===== config.mk =====
export PLATFORM = sky130hd
export DESIGN_NAME = spi_cmd_bridge
export DESIGN_NICKNAME = d
export VERILOG_FILES = /design/src/rtl/spi_cmd_bridge.sv
export SDC_FILE = /design/constraint.sdc
export NUM_CORES = 1
export LEC_CHECK = 0
export BUFFER_PORTS_ARGS = -buffer_cell sky130_fd_sc_hd__buf_2
export CAP_MARGIN = 30
export CORE_MARGIN = 5
export CORE_UTILIZATION = 52
export CTS_BUF_LIST = sky130_fd_sc_hd__clkbuf_8
export DETAILED_ROUTE_END_ITERATION = 8
export PLACE_DENSITY = 0.79
export SKIP_CTS_REPAIR_TIMING = 1
export SLEW_MARGIN = 20
export SYNTH_ARGS = -nofsm -noshare
export SYNTH_HDL_FRONTEND = slang
export SYNTH_SLANG_ARGS = --single-unit

===== constraint.sdc =====
create_clock -name clk_p -period 5.2 [get_ports clk_p]
set_input_delay 0.26 -clock clk_p [delete_from_list [all_inputs] [get_ports clk_p]]
set_output_delay 0.26 -clock clk_p [all_outputs]
set_load 0.1 [all_outputs]

===== src/rtl/spi_cmd_bridge.sv =====
// Byte-level SPI command decoder: register file access, screen-reset control and pixel-word streaming.
// Optional feature: define SPI_CMD_BURST_EN for auto-incrementing burst writes.
module spi_cmd_bridge #(
    parameter int NREG      = 8,
    parameter int PIX_BYTES = 6
) (
    input  logic                   clk_p,
    input  logic                   rst_p,
    input  logic                   cs_act,
    input  logic                   byte_vld,
    input  logic [7:0]             byte_i,
    input  logic [7:0]             stream_ret,
    output logic [7:0]             tx_byte,
    output logic [8*NREG-1:0]      reg_flat,
    output logic [8*PIX_BYTES-1:0] pix_data,
    output logic                   pix_vld,
    output logic                   stream_on,
    output logic                   screen_rst,
    output logic                   cmd_err
);

    localparam int AW = $clog2(NREG);
    localparam int CW = $clog2(PIX_BYTES + 1);
    localparam int PW = 8 * PIX_BYTES;

    localparam logic [8:0]    NREG_W    = 9'(NREG);
    localparam logic [7:0]    LAST_ADDR = 8'(NREG - 1);
    localparam logic [CW-1:0] CNT_LAST  = CW'(PIX_BYTES - 1);

    localparam logic [7:0] OP_WR      = 8'h80;
    localparam logic [7:0] OP_RD      = 8'h81;
    localparam logic [7:0] OP_STREAM  = 8'h55;
    localparam logic [7:0] OP_SCR_CLR = 8'h40;
    localparam logic [7:0] OP_SCR_SET = 8'h41;

    typedef enum logic [2:0] {
        S_OP,
        S_ARG,
        S_WDAT,
        S_STREAM,
        S_DROP
    } state_e;

    state_e        state_q, state_d;
    logic          rd_q, rd_d;
    logic [7:0]    addr_q, addr_d;
    logic          wr_ok_q, wr_ok_d;
    logic [CW-1:0] cnt_q, cnt_d;
    logic [PW-1:0] asm_q, asm_d;
    logic [PW-1:0] pix_data_q, pix_data_d;
    logic          pix_vld_q, pix_vld_d;
    logic [7:0]    tx_q, tx_d;
    logic          screen_rst_q, screen_rst_d;
    logic          cmd_err_q, cmd_err_d;
    logic [7:0]    regs_q [NREG];
    logic [7:0]    regs_d [NREG];

    logic [PW-1:0] asm_shift;
    logic          addr_ok;

    // NOTE: every variable gets a default before any branch, so no path leaves one unassigned (no latches).
    always_comb begin
        state_d      = state_q;
        rd_d         = rd_q;
        addr_d       = addr_q;
        wr_ok_d      = wr_ok_q;
        cnt_d        = cnt_q;
        asm_d        = asm_q;
        pix_data_d   = pix_data_q;
        pix_vld_d    = 1'b0;
        tx_d         = tx_q;
        screen_rst_d = screen_rst_q;
        cmd_err_d    = 1'b0;
        regs_d       = regs_q;

        // First received byte ends up in the MSBs once the word is complete.
        asm_shift      = asm_q << 8;
        asm_shift[7:0] = byte_i;
        addr_ok        = ({1'b0, byte_i} < NREG_W);

        if (!cs_act) begin
            // Abort wins over a coincident byte strobe.
            state_d = S_OP;
            cnt_d   = '0;
            asm_d   = '0;
            tx_d    = 8'hFF;
        end else if (byte_vld) begin
            tx_d = 8'hFF;
            case (state_q)
                S_OP: begin
                    case (byte_i)
                        OP_WR, OP_RD: begin
                            rd_d    = (byte_i == OP_RD);
                            state_d = S_ARG;
                        end
                        OP_STREAM: begin
                            cnt_d   = '0;
                            asm_d   = '0;
                            state_d = S_STREAM;
                        end
                        OP_SCR_CLR: begin
                            screen_rst_d = 1'b0;
                            state_d      = S_DROP;
                        end
                        OP_SCR_SET: begin
                            screen_rst_d = 1'b1;
                            state_d      = S_DROP;
                        end
                        default: begin
                            cmd_err_d = 1'b1;
                            state_d   = S_DROP;
                        end
                    endcase
                end
                S_ARG: begin
                    if (rd_q) begin
                        tx_d    = addr_ok ? regs_q[byte_i[AW-1:0]] : 8'h00;
                        state_d = S_DROP;
                    end else begin
                        addr_d  = byte_i;
                        wr_ok_d = addr_ok;
                        state_d = S_WDAT;
                    end
                end
                S_WDAT: begin
                    if (wr_ok_q) begin
                        regs_d[addr_q[AW-1:0]] = byte_i;
                    end
`ifdef SPI_CMD_BURST_EN
                    addr_d = (addr_q == LAST_ADDR) ? 8'h00 : addr_q + 8'd1;
`else
                    state_d = S_DROP;
`endif
                end
                S_STREAM: begin
                    tx_d  = stream_ret;
                    asm_d = asm_shift;
                    if (cnt_q == CNT_LAST) begin
                        pix_data_d = asm_shift;
                        pix_vld_d  = 1'b1;
                        cnt_d      = '0;
                    end else begin
                        cnt_d = cnt_q + CW'(1);
                    end
                end
                default: ;
            endcase
        end
    end

    // NOTE: sequential state uses non-blocking assignments so all flops sample pre-edge values.
    always_ff @(posedge clk_p or posedge rst_p) begin
        if (rst_p) begin
            state_q      <= S_OP;
            rd_q         <= 1'b0;
            addr_q       <= '0;
            wr_ok_q      <= 1'b0;
            cnt_q        <= '0;
            asm_q        <= '0;
            pix_data_q   <= '0;
            pix_vld_q    <= 1'b0;
            tx_q         <= 8'hFF;
            screen_rst_q <= 1'b0;
            cmd_err_q    <= 1'b0;
        end else begin
            state_q      <= state_d;
            rd_q         <= rd_d;
            addr_q       <= addr_d;
            wr_ok_q      <= wr_ok_d;
            cnt_q        <= cnt_d;
            asm_q        <= asm_d;
            pix_data_q   <= pix_data_d;
            pix_vld_q    <= pix_vld_d;
            tx_q         <= tx_d;
            screen_rst_q <= screen_rst_d;
            cmd_err_q    <= cmd_err_d;
        end
    end

    // NOTE: the register file is visible on reg_flat, so it is reset as flops rather than left as RAM.
    always_ff @(posedge clk_p or posedge rst_p) begin
        if (rst_p) begin
            for (int i = 0; i < NREG; i++) regs_q[i] <= '0;
        end else begin
            for (int i = 0; i < NREG; i++) regs_q[i] <= regs_d[i];
        end
    end

    for (genvar g = 0; g < NREG; g++) begin : g_flat
        assign reg_flat[8*g +: 8] = regs_q[g];
    end

    assign tx_byte    = tx_q;
    assign pix_data   = pix_data_q;
    assign pix_vld    = pix_vld_q;
    assign stream_on  = (state_q == S_STREAM);
    assign screen_rst = screen_rst_q;
    assign cmd_err    = cmd_err_q;

endmodule


== Yosys cells after proc, flatten, opt, wreduce, memory -nomap -nowiden ==
Index checks and enable logic that the tools add are counted.
Storage, ports and cells
  bits in registers: 174
  output and inout bits: 124
  logic and storage cells: 86
Cells by class
  add/subtract/negate cells: 1
  magnitude comparators: 4
  equality and inequality tests: 13
  muxes and demuxes: 34
  bitwise operators: 3
  reduce and logical (&&, ||, !) cells: 12
Operators with widths (count)
  40-bit two-way mux: 3
  40-bit case mux with 2 select lines: 1
  64-bit bitwise mux: 1
  8-bit two-way mux: 7
  8-bit binary-select mux with 3-bit select: 1
  8-bit demux with 3-bit select: 1
  8-bit by 7-bit equality test with 1-bit output (second input constant): 3
  3-bit two-way mux: 7
  4-bit AND reduction: 5
  8-bit equality test (second input constant): 2
  8-bit case mux with 2 select lines: 1
  3-bit case mux with 2 select lines: 2
  3-bit case mux with 3 select lines: 1
  4-bit greater-or-equal comparator (second input constant): 2
  8-bit by 4-bit < comparator with 1-bit output (second input constant): 1
  1-bit two-way mux: 8
  3-bit inverter with 4-bit output: 2
  3-bit by 2-bit equality test with 1-bit output (second input constant): 2
  5-bit OR reduction: 1
  4-bit by 1-bit < comparator with 1-bit output (second input constant): 1
  4-bit by 1-bit != test with 1-bit output (second input constant): 1
  3-bit by 1-bit adder with 3-bit output (second input constant): 1
  3-bit by 1-bit equality test with 1-bit output (second input constant): 1
  3-bit equality test (second input constant): 1
  other kinds (11): 11

== Longest topological paths before layout ==
Gate-level depths: netlist of run 1.
  depth after elaboration: 9
  mapped depth: 7

== Least setup slack after synthesis of run 1 ==
Ideal clock, no wire load.
  path kind: register -> register
  start point: register state_q[0]
  end point: register tx_q[1], in the netlist tx_byte[1]
  arrival: 2.578 ns
  path slack: 2.548 ns
  stages on the path, launching flop included: 6
  path buffers: 1
  period minus slack after synthesis: 2.652 ns
  cells stage by stage: dfrtp_1 > buf_2 > nand2_1 > nor2_1 > a221oi_1 > nor2_1
Between the ends
  word-level cells in the longest chain between the ends: 4
  elaborated cells on any way between the ends: 5
  those cells by class: eq/ne (2); mux (3)
RTL lines
  from (decl): RTL line 44  | state_e state_q, state_d;
  from (signal assigned): RTL line 166  | state_q <= state_d;
  3-bit by 2-bit equality test with 1-bit output
  net stream_on: RTL line 17  | output logic stream_on,
  8-bit case mux with 2 select lines: RTL line 89  | case (state_q)
  8-bit two-way mux: RTL line 87  | end else if (byte_vld) begin
  8-bit two-way mux: RTL line 81  | if (!cs_act) begin
  to (signal assigned): RTL line 174  | tx_q <= tx_d;
  to (decl): RTL line 52  | logic [7:0] tx_q, tx_d;
The timed path passes the listed nets, and every way through them passes these cells. The select of a mux whose other input is x is not followed.
A chain may end at the register's enable or synchronous reset.

== Worst setup path after layout of run 1 ==
  start point: register state_q[2]
  end point: register asm_q[18]
Between the ends
  word-level cells in the longest chain between the ends: 4
  elaborated cells on any way between the ends: 8
  those cells by class: eq/ne (3); mux (3); reduce/logical (2)
RTL lines
  3-bit by 2-bit equality test with 1-bit output or 3-bit zero test (tied branches): RTL line 89
  40-bit case mux with 2 select lines: RTL line 89
  40-bit two-way mux: RTL line 87
  40-bit two-way mux: RTL line 81
  to (signal assigned): RTL line 171  | asm_q <= asm_d;
  to (decl): RTL line 49  | logic [PW-1:0] asm_q, asm_d;
Several ways; a longest one is shown, not always the timed one. The select of a mux whose other input is x is not followed.

==> results of run 1 <==
-- sequential cells by signal, summed over array words and instances (netlist names) --
register	count
state_q	3
screen_rst	1
reg_flat	64
tx_byte	8
cmd_err	1
addr_q	3
rd_q	1
pix_vld	1
pix_data	48
wr_ok_q	1
cnt_q	3
asm_q	40
-- worst max-delay path, stage by stage (launching register included) --
cell and delay [ns]:
dfrtp_1 0.53, clkinv_1 0.51, nand2_1 0.31, o21a_1 0.60, buf_4 0.39, o22ai_1 0.13
-- layer usage --
layer  vias up  GRT usage, %  wire length, microns
li1       2247             -                     -
met2       166          35.4                  8810
met5         -             0                     0
met1      2653          30.2                  7500
met3        23          5.61                  1100
met4         0          6.42                   283
-- worst min path at each step --
stage	depth (start not counted)	slack, ns	to
floorplan	1	0.41	reg_flat[7]
global placement	2	0.47	wr_ok_q
detailed placement	2	0.48	wr_ok_q
CTS	3	0.06	tx_byte[3]
global route	2	0.005	reg_flat[42]
finish	2	-0.04	reg_flat[58]
-- cells in the final DEF, fill, tap and decap left out, types with 4 or more instances in the layout --
cell type and instances:
nor2_1 22, mux4_2 16, nand2_1 58, o22ai_1 23, dfrtp_1 166, nand2b_1 7
dfstp_2 8, mux2_2 124, inv_1 4, clkbuf_8 20, a221oi_1 7, o21ai_0 5
a21oi_1 5, buf_2 143, buf_4 5, a32o_1 17
-- synth_stat cells (2+ instances only) --
library cell	instances	area [sq um]
o31ai_1	2	15.0
nor3b_4	2	37.5
nor3_1	2	10.0
a221oi_1	7	61.3
buf_1	2	7.51
nand3b_1	2	15.0
inv_1	3	11.3
nand2_1	58	218
buf_2	8	40.0
o22ai_1	23	144
dfstp_2	8	210
nor4_1	3	18.8
o21ai_0	5	25.0
nor2_1	23	86.3
mux2_2	124	1400
nand2b_1	7	43.8
mux4_2	16	360
clkbuf_1	30	113
o21a_1	2	15.0
or4_1	2	15.0
dfrtp_1	166	4150
a21oi_1	5	25.0
nor2b_1	2	12.5
nor3b_1	2	15.0
or3_1	2	12.5
a32o_1	17	170
nand4b_1	2	17.5
or2_2	2	12.5
-- kinds of logic after synthesis --
| kind of cell | synth area share (%) |
|---|---|
| buf+inv | 2.60 |
| simple gates | 8.23 |
| compound gates | 7.19 |
| mux | 23.5 |
| flops | 58.5 |
-- area by class of cell --
cell class	instances	area [sq um]	area share, %
well taps	180	225	2.59
flip-flops and latches	174	4360	50.2
repair buffers	148	753	8.66
multi-input cells	328	2920	33.5
clock buffers	20	275	3.17
clock inverters	11	140	1.61
inverters	4	22.5	0.259
-- metrics by stage --
step           instance area, sq um  hold slack (ns)  total power, W  setup WS (ns)  util, %
6_report                       8700          -0.0437         0.00250           2.60     62.2
5_1_grt                        8700          0.00491         0.00258           2.39     62.2
4_1_cts                        8690           0.0625         0.00251           2.64     62.1
3_5_place_dp                   8280            0.477         0.00155           2.52     59.2
3_3_place_gp                   8280            0.469         0.00155           2.64     59.2
2_1_floorplan                  7470            0.412         0.00151          0.236        -
-- report_power, final --
| part | internal (W) | switching, W | total (W) |
|---|---|---|---|
| Combinational | 0.0000314 | 0.000121 | 0.000152 |
| Sequential | 0.00136 | 0.0000104 | 0.00137 |
| Clock | 0.000508 | 0.000468 | 0.000977 |
==> impl_metrics.tcl, run 1 <==
set metrics [dict create \
    fin_skew_ns 0.0134 \
    die_w_microns 130 \
    stdcell_count 865 \
    reg2reg_slack_ns 2.60 \
    async_flop_share_pct 100 \
    setup.worst_path.start "state_q[2]" \
    initialDrtViolationCount 349 \
    endpoint_kind "register" \
    cts.path.max_buffers 2 \
    synth_fp_nets 568 \
    gp_congestion 0.862 \
    area_growth_pct 16.5 \
    port_buffers 143 \
    start_util_pct 53.4 \
    vias 5089 \
    rr_startpoint "state_q[2]" \
    drt_wl_total_microns 17700 \
    r2r-end "asm_q[18]" \
    post-route-period-util_pct 49.9 \
    fin_hold_ws_ns -0.0437 \
    setup_viol 0 \
    setup_tns_ns 0 \
    ff2ff_path_depth 5 \
    num_antenna_cells 0 \
    grt_pass1_wl_microns 29000 \
    path_max_fanout 24 \
    period_minus_slack_ns 2.60 \
    n_fill_cell 1105 \
    rows 43 \
    syn-cell-area_sq_mm 0.00747 \
    fp.coreArea_sq_mm 0.0140 \
    yosysSeqAreaShare_pct 58.5 \
    routedWlPerCell_microns 20.5 \
    cp-start-kind "register" \
    drcViolationCount 0 \
    nets 693 \
    grt_remaining_overflow 0 \
    outcome "complete, but fails checks" \
    critical_path_class "reg2reg" \
    worstPathRequired_ns 5.53 \
    cts_root_buf "clkbuf_8" \
    cellPowerDensity_mw_per_mm2 287 \
    violations "hold timing" \
    final_antenna_net_count 0 \
    rsz0062_at_grt "no" \
    clkTransAtPathRegs_ns 0.09 \
    placed_cells 834 \
    irDropWorstVdd_mv 0.214 \
    synth_flop_cell "dfrtp_1" \
    hold_class "in2async" \
    cellLeakagePower_nw 4.44 \
    crit_end "asm_q[18]" \
    h-tree-depth 4 \
    synth_seq_cells 174 \
    drv_cap 0 \
    drive_gt1_share_pct 49.6 \
    tightest_slew_ns 0.781 \
    ios 144 \
    grt_max_degree 116 \
    hpwl_microns 12100 \
    timing.fmax_mhz 385 \
    finalHoldViolCount 50 \
    die_y_microns 130 \
    yosysWarnings 0 \
    cts_tree "yes" \
    synth_edf_count 0 \
    arrival_ns 2.92 \
    grt_usage_pct 22.1 \
    drv_slew 0 \
    syn_avg_cell_area_sq_um 13.6 \
    numCtsBuffers 17 \
    drt_first_pass_iters 5 \
    die-area_sq_mm 0.0169 \
    cts_sinks 174 \
    max-slew-margin-rel_pct 47.9 \
    clkLatencyLatePin_ns 0.45 \
    yosys.cell_types.count 49 \
    post_drt_via_cell_ratio 5.88 \
    antenna_found_initial 0 \
    grt_pass1_vias 5290 \
    synthCells 548 \
]
(Power assumes the default switching activity.)
==> run 2: changes to the inputs <==
--- a/config.mk
+++ b/config.mk
@@ -5,10 +5,11 @@
 export SDC_FILE = /design/constraint.sdc
 export NUM_CORES = 1
 export LEC_CHECK = 0
+export ABC_AREA = 1
 export BUFFER_PORTS_ARGS = -buffer_cell sky130_fd_sc_hd__buf_2
 export CAP_MARGIN = 30
 export CORE_MARGIN = 5
-export CORE_UTILIZATION = 52
+export CORE_UTILIZATION = 55
 export CTS_BUF_LIST = sky130_fd_sc_hd__clkbuf_8
 export DETAILED_ROUTE_END_ITERATION = 8
 export PLACE_DENSITY = 0.79
==> constraint.sdc (replaced) <==
create_clock -name clk_p -period 2.4 [get_ports clk_p]
set_input_delay 0.12 -clock clk_p [delete_from_list [all_inputs] [get_ports clk_p]]
set_output_delay 0.12 -clock clk_p [all_outputs]
set_load 0.1 [all_outputs]
==> run 2 against run 1 <==
Effect of this change:
- the flow now finishes without violations
- synthesized cell count rose by 68%
- clock skew fell by 0.0021 ns
- utilization rose by 4.9 points
- routed wire length rose by 12%
- first-iteration DRC count rose by 85%
- largest power group unchanged
- highest routed layer unchanged
==> impl_metrics.tcl, run 2 <==
set metrics [dict create \
    clkTransAtPathRegs_ns 0.09 \
    rows 42 \
    rsz0062_at_grt "no" \
    outcome "finished, final reports clean" \
    grt_pass1_vias 6300 \
    register_area_sq_mm 0.00436 \
    yosysSeqAreaShare_pct 57.9 \
    setup_tns_ns 0 \
    final_antenna_net_count 0 \
    cellLeakagePower_nw 4.90 \
    numCtsBuffers 17 \
    port_buffers 143 \
    cts_tree "yes" \
    hpwl_microns 13700 \
    cellPowerDensity_mw_per_mm2 583 \
    area_growth_pct 18.9 \
    top_usage_layer "met2" \
    yosys-top-cells-count "433 x nand2_1, 166 x dfrtp_1, 47 x inv_1" \
    max-slew-margin-rel_pct 63.3 \
    setup_viol 0 \
    arrival_ns 1.99 \
    drcViolationCount 0 \
    async_flop_share_pct 100 \
    start_util_pct 56.4 \
    initialDrtViolationCount 644 \
    rr_startpoint "state_q[1]" \
    post_drt_via_cell_ratio 5.36 \
    syn-cell-area_sq_mm 0.00753 \
    setup.worst_path.start "state_q[1]" \
    grt_remaining_overflow 0 \
    yosys.cell_types.count 28 \
    synth_top_area_share_pct 55.1 \
    synth_edf_count 0 \
    drt_first_pass_iters 5 \
    min-delay-start "cs_act" \
    finalHoldViolCount 0 \
    fin_skew_ns 0.0113 \
    num_antenna_cells 0 \
    fp.coreArea_sq_mm 0.0133 \
    yosysWarnings 0 \
    gr-usage-met3_pct 5.59 \
    drv_slew 0 \
    synthCells 920 \
    clkLatencyLatePin_ns 0.46 \
    final_core_util_pct 67.1 \
    grt_use_met2_pct 39.9 \
    cp-start-kind "register" \
    cts_sinks 174 \
    globalRouteMet1Util_pct 33.2 \
    drive_gt1_share_pct 20.2 \
    syn_avg_cell_area_sq_um 8.19 \
    grt_max_degree 102 \
    drv_cap 0 \
    h-tree-depth 4 \
    largest_register_ffs 64 \
    nets 1088 \
    multi_input_area_sq_mm 0.00274 \
    final_cell_mix "432 x nand2_1, 166 x dfrtp_1, 143 x buf_2" \
    antenna_found_initial 0 \
    synth_flop_cell "dfrtp_1" \
    tightest_slew_ns 0.550 \
    yosysMostFrequentCell "nand2_1" \
    synth_fp_nets 940 \
    grt_usage_pct 24.9 \
    n_fill_cell 1128 \
    irDropWorstVdd_mv 0.310 \
    hold_class "in2reg" \
    cts_root_buf "clkbuf_8" \
    die-area_sq_mm 0.0161 \
    routedWlPerCell_microns 15.8 \
    ios 144 \
    grt_pass1_wl_microns 31900 \
    worstPathRequired_ns 2.28 \
    synth_seq_cells 174 \
    path_max_fanout 33 \
    final_common_cell "nand2_1" \
    netlist_top_cells_area "dfrtp_1 55%, nand2_1 22%, nand3_1 2.9%, dfstp_2 2.8%, o21ai_1 2.7%" \
    timing.fmax_mhz 474 \
    die_w_microns 127 \
    drt_wl_total_microns 19800 \
    vias 6732 \
    critical_path_class "reg2out" \
    cts.path.max_buffers 2 \
    period_minus_slack_ns 2.11 \
    endpoint_kind "output pin" \
    post-route-period-util_pct 88.0 \
    synth.largest_area_cell "dfrtp_1" \
    die_y_microns 127 \
    gp_congestion 0.876 \
]
## run 2: cell count changes after synthesis, sizes merged, moves of 16 or more
cell   change
mux4      -16
nand3     +44
nand4     +24
inv       +50
a32o      -17
mux2     -124
o22ai     -23
o21ai     +74
nand2    +376
## run 2: power breakdown
group          switching, W  internal [W]  leakage [nW]
Sequential       0.00000818       0.00294          2.39
Clock               0.00106      0.000905         0.183
Combinational      0.000231     0.0000829          2.33
Total               0.00130       0.00392          4.90
## run 2: worst paths after layout
path / end / slack [ns] / cells past startpoint
max in group asynchronous: tx_byte[5] / 1.58 / 4
min in group asynchronous: pix_data[4] / 0.08 / 3
hold reg to reg: pix_data[44] / 0.47 / 2
setup / recovery: stream_on / 0.29 / 4
hold / removal: asm_q[21] / 0.04 / 3
setup reg to reg: asm_q[7] / 0.55 / 9
## run 2: layout make-up
cell class | count | area share, %
inverters | 56 | 2.39
clock inverters | 12 | 1.26
flip-flops and latches | 174 | 48.7
repair buffers | 176 | 11.5
well taps | 176 | 2.46
multi-input cells | 643 | 30.6
clock buffers | 20 | 3.07
## run 2: layer usage
metal	wire (microns)	vias up	share of wire, %
met2	9640	286	49
li1	-	3197	-
met1	8190	3198	41
met5	0	-	0
met3	1420	51	7.2
met4	582	0	2.9
## run 2: logic make-up (layout without fill, tap and decap cells)
| family | after synthesis | after routing | synth area share [%] |
|---|---|---|---|
| xor gates and xnor gates | 1 | 1 | 0.116 |
| DFF | 174 | 174 | 57.9 |
| buffers and inverters | 103 | 264 | 5.73 |
| and+or+nand+nor | 544 | 544 | 29.7 |
| AOI/OAI and AO/OA | 98 | 98 | 6.53 |
## run 2: through the flow
stage	total power [W]	worst slack (ns)	cell area (sq um)	std cells	hold slack, ns
final	0.00522	0.289	8960	1257	0.0396
after global routing	0.00541	0.185	8960	1257	0.0245
after CTS	0.00523	0.284	8800	1241	-0.480
after detailed placement	0.00330	0.579	8410	1209	0.0206
after global placement	0.00329	0.669	8410	1209	0.0186
after floorplan	0.00319	0.0619	7540	920	0.237
## run 2: worst max-delay path, cell delays in order (launching register included)
cell     delay [ns]
dfrtp_1        0.43
inv_2          0.06
nor3_4         0.18
buf_4          0.35
buf_2          0.50
==> run 3: changes to the inputs <==
--- a/config.mk
+++ b/config.mk
@@ -5,7 +5,6 @@
 export SDC_FILE = /design/constraint.sdc
 export NUM_CORES = 1
 export LEC_CHECK = 0
-export ABC_AREA = 1
 export BUFFER_PORTS_ARGS = -buffer_cell sky130_fd_sc_hd__buf_2
 export CAP_MARGIN = 30
 export CORE_MARGIN = 5
@@ -13,7 +12,6 @@
 export CTS_BUF_LIST = sky130_fd_sc_hd__clkbuf_8
 export DETAILED_ROUTE_END_ITERATION = 8
 export PLACE_DENSITY = 0.79
-export SKIP_CTS_REPAIR_TIMING = 1
 export SLEW_MARGIN = 20
 export SYNTH_ARGS = -nofsm -noshare
 export SYNTH_HDL_FRONTEND = slang
==> constraint.sdc (replaced) <==
create_clock -name clk_p -period 2.5 [get_ports clk_p]
set_input_delay 0.125 -clock clk_p [delete_from_list [all_inputs] [get_ports clk_p]]
set_output_delay 0.125 -clock clk_p [all_outputs]
set_load 0.1 [all_outputs]
==> run 3 against run 2 <==
Effect of this change:
- power decreased by 1.3%
- combinational power increased by 14%
- sequential share of layout area increased by 0.29 points
- register-to-register slack got worse by 0.34 ns
- first-iteration DRC count decreased by 40%
- die area decreased by 0.84%
- hold slack got worse by 0.0050 ns
- critical endpoint is now reg_flat[32]
==> impl_metrics.tcl, run 3 (same netlist as run 1, synthesis figures left out) <==
set metrics [dict create \
    grt_usage_pct 23.0 \
    critical_path_class "reg2reg" \
    worstPathRequired_ns 2.85 \
    largest_register_ffs 64 \
    setup_tns_ns 0 \
    grt_pass1_vias 5360 \
    drt_first_pass_iters 5 \
    cts_root_buf "clkbuf_8" \
    period_minus_slack_ns 2.29 \
    timing.fmax_mhz 437 \
    post-route-period-util_pct 91.6 \
    hold_class "in2reg" \
    final_common_cell "dfrtp_1" \
    cts_sinks 174 \
    fin_skew_ns 0.0114 \
    grt_pass1_wl_microns 29200 \
    nets 716 \
    ios 144 \
    final_core_util_pct 67.0 \
    gp_congestion 0.861 \
    irDropWorstVdd_mv 0.413 \
    drv_slew 0 \
    cellPowerDensity_mw_per_mm2 579 \
    area_growth_pct 19.3 \
    port_buffers 143 \
    arrival_ns 2.64 \
    drive_gt1_share_pct 50.2 \
    drv_cap 0 \
    clkLatencyLatePin_ns 0.46 \
    tightest_slew_ns 0.617 \
    grt_remaining_overflow 0 \
    outcome "finished, final reports clean" \
    cellLeakagePower_nw 4.53 \
    path_max_fanout 11 \
    cts.path.max_buffers 2 \
    routedWlPerCell_microns 20.3 \
    finalHoldViolCount 0 \
    hpwl_microns 12400 \
    multi_input_area_sq_mm 0.00292 \
    cts_tree "yes" \
    endpoint_kind "register" \
    drt_wl_total_microns 18000 \
    post_drt_via_cell_ratio 5.80 \
    cp-start-kind "register" \
    final_cell_mix "166 x dfrtp_1, 143 x buf_2, 124 x mux2_2" \
    drcViolationCount 0 \
    initialDrtViolationCount 389 \
    antenna_found_initial 2 \
    h-tree-depth 4 \
    n_fill_cell 957 \
    cts_resized 0 \
    rsz0062_at_grt "no" \
    final_antenna_net_count 0 \
    setup_viol 0 \
    die-area_sq_mm 0.0160 \
    max-slew-margin-rel_pct 58.7 \
    die_y_microns 127 \
    fp.coreArea_sq_mm 0.0133 \
    grt_max_degree 80 \
    numCtsBuffers 17 \
    die_w_microns 127 \
    rows 42 \
    clkTransAtPathRegs_ns 0.09 \
    vias 5135 \
    register_area_sq_mm 0.00436 \
    start_util_pct 56.2 \
]
run 3: final timing paths:
path                            start            to  slack [ns]  cells past startpoint
setup / recovery           state_q[1]  reg_flat[32]        0.21                      4
hold / removal              byte_i[2]     addr_q[2]        0.03                      2
setup reg to reg           state_q[1]  reg_flat[32]        0.21                      4
hold reg to reg            tx_byte[3]    tx_byte[3]        0.51                      2
max in group asynchronous       rst_p  reg_flat[34]        1.46                      5
min in group asynchronous       rst_p       pix_vld        0.18                      3
run 3: through the flow:
stage	power [W]	cell area, sq um	instances	setup slack, ns	hold WS [ns]
4_1_cts	0.00519	8900	885	0.230	0.0149
5_1_grt	0.00534	8900	886	0.102	0.0234
6_report	0.00516	8900	886	0.209	0.0347
3_3_place_gp	0.00324	8410	843	0.333	0.121
3_5_place_dp	0.00325	8410	844	0.264	0.124
2_1_floorplan	0.00314	7470	548	0.157	0.277
run 3: layout make-up:
| cell class | instances | area share [%] |
|---|---|---|
| antenna | 1 | 0.0281 |
| clock buffer | 17 | 2.63 |
| clock inverter | 15 | 1.83 |
| inverter | 4 | 0.211 |
| multi-input combinational | 328 | 32.7 |
| sequential | 174 | 49.0 |
| tap | 176 | 2.47 |
| timing repair buffer | 171 | 11.1 |
run 3: per-layer routing:
layer | global-route usage, % | up-vias | routed length (microns)
met5 | 0 | - | 13
met4 | 7.82 | 2 | 338
met3 | 6.05 | 26 | 1170
met2 | 36.2 | 170 | 8730
met1 | 31.2 | 2632 | 7730
li1 | - | 2305 | -
run 3: repair_timing:
| item | CTS | global route |
|---|---|---|
| hold endpoints to repair | 72 | 0 |
| hold buffers | 9 | 0 |
| setup buffers | 0 | 0 |
run 3: critical path, cell delays in order (launching register included):
cell and delay, ns:
dfrtp_1 0.52, nand2_1 0.15, or4_1 0.62, nor3b_4 0.49, mux2_2 0.39
run 3: report_power, final:
part | switching [W] | leakage [nW] | internal, W
Combinational | 0.000264 | 1.94 | 0.0000933
Clock | 0.00105 | 0.198 | 0.000906
Sequential | 0.0000171 | 2.39 | 0.00283
